===== config.mk =====
export PLATFORM = sky130hd
export DESIGN_NAME = shift_issue
export DESIGN_NICKNAME = d
export VERILOG_FILES = /design/src/rtl/core_config_pkg.sv /design/src/rtl/shift_issue.sv
export SDC_FILE = /design/constraint.sdc
export NUM_CORES = 1
export LEC_CHECK = 0
export CAP_MARGIN = 15
export CORE_MARGIN = 10
export CORE_UTILIZATION = 43
export DETAILED_ROUTE_END_ITERATION = 12
export PLACE_DENSITY = 0.85
export SETUP_SLACK_MARGIN = 0.5
export SYNTH_ARGS = -nofsm -noshare
export SYNTH_HDL_FRONTEND = slang
export SYNTH_SLANG_ARGS = --single-unit

===== constraint.sdc =====
create_clock -name clk -period 2.3 [get_ports clk]
set_input_delay 0.46 -clock clk [delete_from_list [all_inputs] [get_ports clk]]
set_output_delay 0.46 -clock clk [all_outputs]
set_load 0.02 [all_outputs]

===== src/rtl/core_config_pkg.sv =====
// Core-wide configuration constants shared by the execute-stage blocks.
package core_config_pkg;
   parameter int XLEN = 32;
endpackage


===== src/rtl/shift_issue.sv =====
// Issue/collect stage that sits in front of the iterative shift unit.
// Optional feature: define SHIFT_ISSUE_ZERO_BYPASS_EN so zero-amount shifts skip the unit.
module shift_issue #(
   parameter int XLEN  = core_config_pkg::XLEN,
   parameter int TAG_W = 5,
   parameter int SHW   = $clog2(XLEN)
) (
   input  logic             clk,
   input  logic             rst_n,
   input  logic             flush,
   input  logic             req_valid,
   output logic             req_ready,
   input  logic [1:0]       req_op,
   input  logic [XLEN-1:0]  req_rs1,
   input  logic [SHW-1:0]   req_shamt,
   input  logic [TAG_W-1:0] req_tag,
   output logic             sh_start,
   output logic [XLEN-1:0]  sh_data,
   output logic [SHW-1:0]   sh_amount,
   output logic             sh_left,
   output logic             sh_arith,
   input  logic [XLEN-1:0]  sh_data_out,
   input  logic             sh_done,
   output logic             res_valid,
   input  logic             res_ready,
   output logic [XLEN-1:0]  res_data,
   output logic [TAG_W-1:0] res_tag,
   output logic             busy
);

   typedef enum logic [2:0] {IDLE, LAUNCH, WAIT, RESP, DRAIN} state_t;

   state_t state_reg;
   state_t state_next;
   logic   accept;
   logic   bypass_hit;

   // Gating with rst_n keeps every output low for the whole reset interval.
   assign req_ready = rst_n && (state_reg == IDLE) && !flush;
   assign accept    = req_valid && req_ready;
   assign sh_start  = (state_reg == LAUNCH);
   assign res_valid = (state_reg == RESP) && !flush;
   assign busy      = (state_reg != IDLE);

`ifdef SHIFT_ISSUE_ZERO_BYPASS_EN
   assign bypass_hit = accept && (req_shamt == '0);
`else
   assign bypass_hit = 1'b0;
`endif

   always_comb begin
      state_next = state_reg;
      case (state_reg)
         IDLE: begin
            if (bypass_hit)
               state_next = RESP;
            else if (accept)
               state_next = LAUNCH;
         end
         LAUNCH: state_next = flush ? DRAIN : WAIT;
         WAIT: begin
            // The unit cannot abort, so a flush before done must still drain it.
            if (flush)
               state_next = sh_done ? IDLE : DRAIN;
            else if (sh_done)
               state_next = RESP;
         end
         RESP: begin
            if (flush || res_ready)
               state_next = IDLE;
         end
         DRAIN: begin
            if (sh_done)
               state_next = IDLE;
         end
         default: state_next = IDLE;
      endcase
   end

   always_ff @(posedge clk or negedge rst_n) begin
      if (!rst_n) begin
         state_reg <= IDLE;
         sh_data   <= '0;
         sh_amount <= '0;
         sh_left   <= 1'b0;
         sh_arith  <= 1'b0;
         res_data  <= '0;
         res_tag   <= '0;
      end else begin
         state_reg <= state_next;
         if (accept)
            res_tag <= req_tag;
         if (accept && !bypass_hit) begin
            sh_data   <= req_rs1;
            sh_amount <= req_shamt;
            sh_left   <= !req_op[0];
            sh_arith  <= req_op[0] && req_op[1];
         end
         if (bypass_hit)
            res_data <= req_rs1;
         else if ((state_reg == WAIT) && sh_done && !flush)
            res_data <= sh_data_out;
      end
   end

endmodule


== Word-level counts from Yosys, hierarchy flattened ==
Index checks and enable logic that the tools add are counted.

* Eq/ne operators: 8
* Multiplexer cells: 8
* Reductions and logical operators: 13

{| class="wikitable"
|+ Operators by type and width
! operator !! number
|-
| 3-bit two-way mux || 7
|-
| 3-bit one-hot mux with 5 select lines || 1
|-
| 1-bit logical AND || 7
|-
| 3-bit by 2-bit == test with 1-bit output (second input constant) || 2
|-
| 2-bit inequality test (second input constant) || 2
|-
| 4-bit AND reduction || 1
|-
| 3-bit by 1-bit == test with 1-bit output (second input constant) || 1
|-
| 3-bit == test (second input constant) || 1
|-
| 3-bit logical NOT || 1
|-
| 3-bit inequality test (second input constant) || 1
|-
| 3-bit nonzero test || 1
|-
| 1-bit logical NOT || 2
|-
| 2-bit by 1-bit inequality test with 1-bit output (second input constant) || 1
|-
| 1-bit logical OR || 1
|}

* Bits in registers: 79
* Output and inout port bits: 80
* Logic and storage cells: 36

== Logic depth before layout (Yosys ltp) ==
Gate-level depths: netlist (run 1).

* Depth after elaboration: 6
* Gate-level depth with buffers: 6
* Gate-level depth less buffers: 3

== Worst setup path after synthesis (run 1) ==
No wires, ideal clock.

* Path kind: register to register
* Start: reg state_reg[0]
* End: reg res_tag[4]
* Data arrival time: 1.422 ns
* Required time: 2.175 ns
* Path slack: 0.753 ns
* Stages on the path, launching flop included: 7
* Buffers on the path: 3
* Path through: dfrtp_1 -> buf_2 -> nor2_1 -> and4_1 -> buf_6 -> buf_12 -> mux2_4

* Word-level cells in the longest chain between the ends: 4

{| class="wikitable"
|+ Ends and longest elaborated chain
! item !! RTL line !! RTL
|-
| start, declared || shift_issue.sv:33 || <nowiki>state_t state_reg;</nowiki>
|-
| start signal, assigned || shift_issue.sv:90 || <nowiki>state_reg <= state_next;</nowiki>
|-
| 3-bit logical NOT || shift_issue.sv:39 || <nowiki>assign req_ready = rst_n && (state_reg == IDLE) && !flush;</nowiki>
|-
| 1-bit logical AND (2 in a row) || shift_issue.sv:39 ||
|-
| 1-bit logical AND || shift_issue.sv:40 || <nowiki>assign accept = req_valid && req_ready;</nowiki>
|-
| end signal, assigned || shift_issue.sv:92 || <nowiki>res_tag <= req_tag;</nowiki>
|-
| end, declared || shift_issue.sv:27 || <nowiki>output logic [TAG_W-1:0] res_tag,</nowiki>
|}

Every way passes these cells.
A chain may end at the register's enable or synchronous reset.

== Worst setup path after layout (run 1) ==
* Start: reg res_data[2]
* End: out res_data[2]

{| class="wikitable"
|+ RTL lines
! item !! RTL line !! RTL
|-
| start, declared || shift_issue.sv:26 || <nowiki>output logic [XLEN-1:0] res_data,</nowiki>
|-
| start signal, assigned || shift_issue.sv:100 || <nowiki>res_data <= req_rs1;</nowiki>
|-
| start signal, assigned || shift_issue.sv:102 || <nowiki>res_data <= sh_data_out;</nowiki>
|}

No word-level cell between the ends.

==> summary.md, run 1 <==
| Metric | Value |
|---|---|
| Die height | `~110 um` |
| Cells along the critical path | `clkdlybuf4s50_1` |
| Unrepaired setup endpoints after global routing | `no` |
| Htree depth | `3` |
| Post-Syn Area | `3251 um2` |
| Worst Setup Start Kind | `flip-flop` |
| GR Overflow Total | `0` |
| Cts hold-fix bufs | `0` |
| Area growth from synthesis to layout | `62.59%` |
| Max Clk Rate | `roughly 0.56 GHz` |
| Leak | `approximately 2.8 nW` |
| WL final | `roughly 9 mm` |
| Post-synth ARST share | `between 90% and 100%` |
| Post-synth EDFFs | `0` |
| Setup crit end | `res_data[2]` |
| Mapped Cells | `190` |
| Via density | `between 4 and 5` |
| Wire length per cell | `slightly below 20 um` |
| Worst path slowest cell | `clkdlybuf4s50_1` |
| Final Cycle Share | `about 77%` |
| Largest net degree at the start of global routing | `80` |
| GP Congestion | `around 0.78` |
| Initial core utilization | `around 45%` |
| First-pass GRT wire length | `13.81 mm` |
| Diodes inserted | `0` |
| Drt first pass iters | `4` |
| Crit path time final | `about 1.8 ns` |
| Setup crit end kind | `primary output` |
| Netlist cell types | `22` |
| Worst R2R Start | `state_reg[2]` |
| Status | `complete, no violations` |
| Crit-path leading delay family | `buffers and inverters` |
| Maximum VDD drop | `679.0 uV` |
| Vias in the first global route | `roughly 2500` |
| Hold WS | `between 0.3 and 0.4 ns` |
| WP data arrival | `1.32 ns` |
| Top-area cell type share of the netlist area | `between 60% and 70%` |
| Tot Pwr | `0.005843 W` |
| Number of routed nets with antenna violations | `0` |
| Fin cells | `464` |
| Commonest cells post-synth | `dfrtp_1, mux2_4, mux2_2` |
| Ys Warns | `0` |
| Max-slew violations | `0` |
| CTS Buffer Depth | `2` |
| CP required | `about 1.8 ns` |
| Die Area | `around 11000 um2` |
| Register area share after synthesis | `60.82%` |
| R2R Path End | `sh_amount[3]` |
| Worst Hold Class | `in2async` |
| Worst Path Max Fanout | `2` |
| Final Hold Fails | `0` |
| Num CTS Buffers | `9` |
| Top Registers | `res_data (32), sh_data (32)` |
| IO buf count | `161` |
| Mapped Avg Cell Area | `17.11 um2` |
| FF-to-FF setup slack | `0.61 ns` |
| Clock root cell | `clkbuf_8` |
| Post-synthesis register bit count | `79` |
| Total GRT Usage | `~15%` |
| Core area | `~7300 um2` |
| Pwr dens | `1106 nW/um2` |
| Slew HR | `about a third` |
| Largest stage delay on the critical path | `0.62 ns` |
| Vias | `between 2000 and 2500` |
| Maxcap violations | `0` |
| Clk pin slew, worst setup/hold paths | `around 0.08 ns` |
| Initial antenna violation count | `0` |
| Worst Setup SP | `res_data[2]` |
| Cell with the most instances after synthesis | `dfrtp_1` |
| Reg2reg path depth | `4` |
| Synth area leaders | `dfrtp_1, mux2_4, mux2_2, buf_12, buf_4` |
| Clock Latency Late Sink | `~0.34 ns` |
| Crit Path Class | `reg2out` |
| Synth area leader | `dfrtp_1` |
| Placed Area | `a little under 5000 um2` |
| Die width | `about 110 um` |
| Post-DP HPWL | `between 6 and 7 mm` |
| # setup viols final | `0` |
| Violation count after the first detailed-route iteration | `76` |
| # placed instances | `about 450` |
| Skew final | `about 0.0096 ns` |
| Setup TNS Final | `0 ns` |
| Clk sinks | `79` |
| Worst-margin pin slew | `between 0.9 and 1 ns` |
| Ports | `roughly 160` |
| Fraction of layout cells with a size suffix above 1 | `30.68%` |
| Top_reg_cell synth | `dfrtp_1` |
| Net Count, Synth | `around 270` |
| Crit path depth | `1` |
| Design Area, Final | `roughly 5300 um2` |
| TritonCTS clock tree | `yes` |
| Rows | `31` |
| WP buf/inv | `1` |
| DRC | `0` |
| Nets | `about 440` |
area by class of cell:
cell class | instances | area, um2
multi-input cells | 97 | 1147
repair buffers | 169 | 1749
inverters | 4 | 15.01
fillers | 510 | 2007
clock inverters | 7 | 145.1
flip-flops and latches | 79 | 1981
well taps | 99 | 123.9
clock buffers | 9 | 123.9
routing by layer:
layer	vias up	GRT usage, %	wire length [um]
met1	1103	17.30	3537
met2	96	25.86	4488
met3	9	6.347	840
met4	0	4.642	93
met5	-	0	0
li1	1005	-	-
layout by cell type, fill, tap and decap left out, types with 3 or more instances in the layout:
cell and instances:
mux2_4 38, bufinv_16 4, dfrtp_1 76, clkbuf_8 9, inv_1 4, dlygate4sd2_1 26, o21ai_0 3, dlymetal6s2s_1 43
buf_4 8, nand2_1 5, clkdlybuf4s50_1 87, mux2_2 35, dfrtp_2 3
metrics by stage:
stage	utilization, %	worst slack, ns
final	72.48	0.5245
after global routing	72.48	0.4932
after CTS	70.88	0.5001
after detailed placement	67.35	-0.03084
after global placement	67.35	-0.02058
after floorplan	-	0.7533
worst min-delay path by stage:
stage                      from            to  depth (start not counted)
CTS                       rst_n   res_data[4]                          2
global route              rst_n  res_data[11]                          2
detailed placement  res_data[4]   res_data[4]                          1
global placement    res_data[4]   res_data[4]                          1
finish                    rst_n   res_data[6]                          2
floorplan                 rst_n   res_data[0]                          0
where the power goes:
group / internal, W / total [W] / switching, W
clock: 0.000834 / 0.00134 / 0.000504
combinational: 0.00126 / 0.00238 / 0.00112
sequential: 0.00188 / 0.00213 / 0.000251
total: 0.00397 / 0.00584 / 0.00187
cell families (layout without fill, tap and decap cells):
group                  count (synthesis)  in the layout  share of synthesized area [%]
multiplexers                          76             76                          30.64
AO/OA/AOI/OAI                          6              6                          1.116
buffers and inverters                 14            189                          4.272
AND/OR/NAND/NOR                       15             15                          3.156
flip-flops                            79             79                          60.82
timing repair:
| action | in CTS | in global routing |
|---|---|---|
| gates resized for setup | 49 | 46 |
| endpoints found under the setup margin | 29 | 49 |
| pin swaps | 2 | 0 |
| setup buffers | 1 | 2 |
Power figures use the tool's default switching activity.
==> inputs of run 2 (changes only) <==
--- a/config.mk
+++ b/config.mk
@@ -7,9 +7,9 @@
 export LEC_CHECK = 0
 export CAP_MARGIN = 15
 export CORE_MARGIN = 10
-export CORE_UTILIZATION = 43
+export CORE_UTILIZATION = 36
 export DETAILED_ROUTE_END_ITERATION = 12
-export PLACE_DENSITY = 0.85
+export PLACE_DENSITY = 0.76
 export SETUP_SLACK_MARGIN = 0.5
 export SYNTH_ARGS = -nofsm -noshare
 export SYNTH_HDL_FRONTEND = slang
==> constraint.sdc (replaced) <==
create_clock -name clk -period 1.6 [get_ports clk]
set_input_delay 0.32 -clock clk [delete_from_list [all_inputs] [get_ports clk]]
set_output_delay 0.32 -clock clk [all_outputs]
set_load 0.02 [all_outputs]
==> run 2 against run 1 <==
The run now ends with negative setup slack left. Critical endpoint is now res_data[13]. Non-clock buffer count grew 56. Worst setup slack lost 0.57 ns. Critical path depth grew 5. Sequential power grew 52%. Utilization shrank 3.8 points. Highest routed layer unchanged. Design area grew 14%. Die area grew 16%. Clock-buffer cell count grew 2. Clock skew grew 0.0013 ns. Register-to-register slack lost 0.65 ns. Sequential cell count is the same.
==> summary.md, run 2 (synthesized netlist as in run 1, its figures left out) <==
| Metric | Value |
|---|---|
| Via density | `~4.7` |
| Worst Path Max Fanout | `8` |
| Post-route worst setup slack | `-0.04486 ns` |
| Top Registers | `res_data (32), sh_data (32)` |
| Reg2reg path depth | `6` |
| Total GRT Usage | `roughly 14%` |
| Core area | `a little under 9000 um2` |
| Ports | `approximately 160` |
| Worst R2R Start | `state_reg[1]` |
| # setup viols final | `30` |
| Crit-path leading delay family | `buffers and inverters` |
| Max Clk Rate | `0.6080 GHz` |
| Placed Area | `between 5000 and 6000 um2` |
| Initial core utilization | `a little under two fifths` |
| Commonest cells after routing, fill and taps aside | `buf_6, clkdlybuf4s50_1, dfrtp_1` |
| Hold WS | `about 0.056 ns` |
| Largest net degree at the start of global routing | `44` |
| R2R Path End | `res_data[13]` |
| Drt first pass iters | `4` |
| Clk pin slew, worst setup/hold paths | `0.09 ns` |
| Worst path slowest cell | `dfrtp_2` |
| Area growth from synthesis to layout | `85.10%` |
| Crit Path Class | `reg2reg` |
| Crit path time final | `1.645 ns` |
| Post-DP HPWL | `6.974 mm` |
| WL final | `10.55 mm` |
| Maximum VDD drop | `878.1 uV` |
| Initial antenna violation count | `1` |
| Max-slew violations | `0` |
| Largest stage delay on the critical path | `between 0.4 and 0.5 ns` |
| Maxcap violations | `0` |
| WP buf/inv | `3` |
| Slew HR | `between 60% and 70%` |
| Clk sinks | `79` |
| Failing checks | `negative setup slack` |
| Leak | `2.822 nW` |
| Htree depth | `3` |
| WP data arrival | `between 1.5 and 2 ns` |
| Pwr dens | `roughly 1500 nW/um2` |
| Worst Hold Class | `in2async` |
| TritonCTS clock tree | `yes` |
| DRC | `0` |
| Nets | `498` |
| NetSw | `roughly 0.0031 W` |
| FF-to-FF setup slack | `-0.04 ns` |
| Die height | `roughly 120 um` |
| Clock root cell | `clkbuf_8` |
| Comb pwr share | `around half` |
| Clock share of power | `between 10% and 20%` |
| Pint | `approximately 0.0061 W` |
| Fraction of layout cells with a size suffix above 1 | `slightly below 60%` |
| Sw frac | `around 33%` |
| Worst Setup Start Kind | `flip-flop` |
| Die Area | `approximately 13000 um2` |
| Wire length per cell | `between 15 and 20 um` |
| Most common cell on crit path | `buf_6` |
| Flop pwr share | `between 30% and 40%` |
| Cells along the critical path | `buf_6 -> nand2_4 -> nor4_4 -> buf_6 -> clkbuf_16 -> mux2_2` |
| Vias | `between 2000 and 2500` |
| Post-place setup slack | `-0.5066 ns` |
| GR Overflow Total | `0` |
| Final Cycle Share | `102.8%` |
| CTS Buffer Depth | `2` |
| Setup crit end kind | `flip-flop` |
| Worst-margin pin slew | `0.4909 ns` |
| Design Area, Final | `6017 um2` |
| Rows | `34` |
| First-pass GRT wire length | `roughly 15 mm` |
| GP Congestion | `0.8333` |
| Clock Latency Late Sink | `between 0.3 and 0.4 ns` |
| Violation count after the first detailed-route iteration | `between 90 and 100` |
| Final Hold Fails | `0` |
| Number of routed nets with antenna violations | `0` |
| IO buf count | `approximately 160` |
| Commonest non-fill, non-tap cell in the layout | `buf_6` |
| Status | `complete, but fails checks` |
| Vias in the first global route | `2703` |
| Num CTS Buffers | `9` |
| Skew final | `between 0.01 and 0.015 ns` |
| Unrepaired setup endpoints after global routing | `yes` |
| Die width | `115.0 um` |
| CP required | `about 1.8 ns` |
[run 2: worst max-delay path by stage]
stage | startpoint | endpoint | slack, ns | depth (start not counted)
after global placement | flush | res_valid | -0.43 | 4
after CTS | state_reg[2] | res_data[11] | -0.06 | 4
after global routing | state_reg[1] | res_data[13] | -0.09 | 6
final | state_reg[1] | res_data[13] | -0.04 | 6
after detailed placement | flush | res_valid | -0.51 | 4
after floorplan | state_reg[0] | res_tag[4] | 0.12 | 6
[run 2: what timing repair did]
action                                 in CTS  in global routing
gates resized for setup                   503                 33
hold buffers                                1                  0
gates cloned                                4                  4
pin swaps                                   5                  5
endpoints found under the hold margin       1                  0
setup endpoints to repair                 158                201
setup buffers                              24                 20
[run 2: power groups by stage]
stage	Combinational (W)	Clock, W	Sequential, W
2_1_floorplan	0.000913	0	0.00396
3_3_place_gp	0.00367	0	0.00307
3_5_place_dp	0.00371	0	0.00311
4_1_cts	0.00417	0.00149	0.00321
5_1_grt	0.00473	0.00158	0.00331
6_report	0.00450	0.00145	0.00323
[run 2: per-layer routing]
metal | track usage [%] | vias to the layer above | part of all wire, % | wire length [um]
met2 | 23.95 | 102 | 52 | 5484
met5 | 0 | - | 0 | 0
li1 | - | 1118 | - | -
met1 | 16.18 | 1240 | 38 | 4046
met4 | 4.785 | 0 | 0.97 | 102
met3 | 6.406 | 10 | 8.7 | 919
[run 2: per-stage QoR]
stage                     utilization [%]  total power [W]  cells  TNS (ns)
after CTS                           64.52         0.008871    505    -1.154
after global routing                68.63         0.009618    529    -2.762
after floorplan                         -         0.004869    190         0
final                               68.66         0.009178    530   -0.6195
after detailed placement            57.07         0.006814    460    -31.75
after global placement              57.07         0.006738    460    -26.52
[run 2: cell type report]
cell class	count	area, um2
flip-flops and latches	79	1981
well taps	108	135.1
clock buffers	11	151.4
inverters	4	15.01
fillers	618	2746
diodes	1	2.502
clock inverters	5	41.29
repair buffers	225	2415
multi-input cells	97	1276
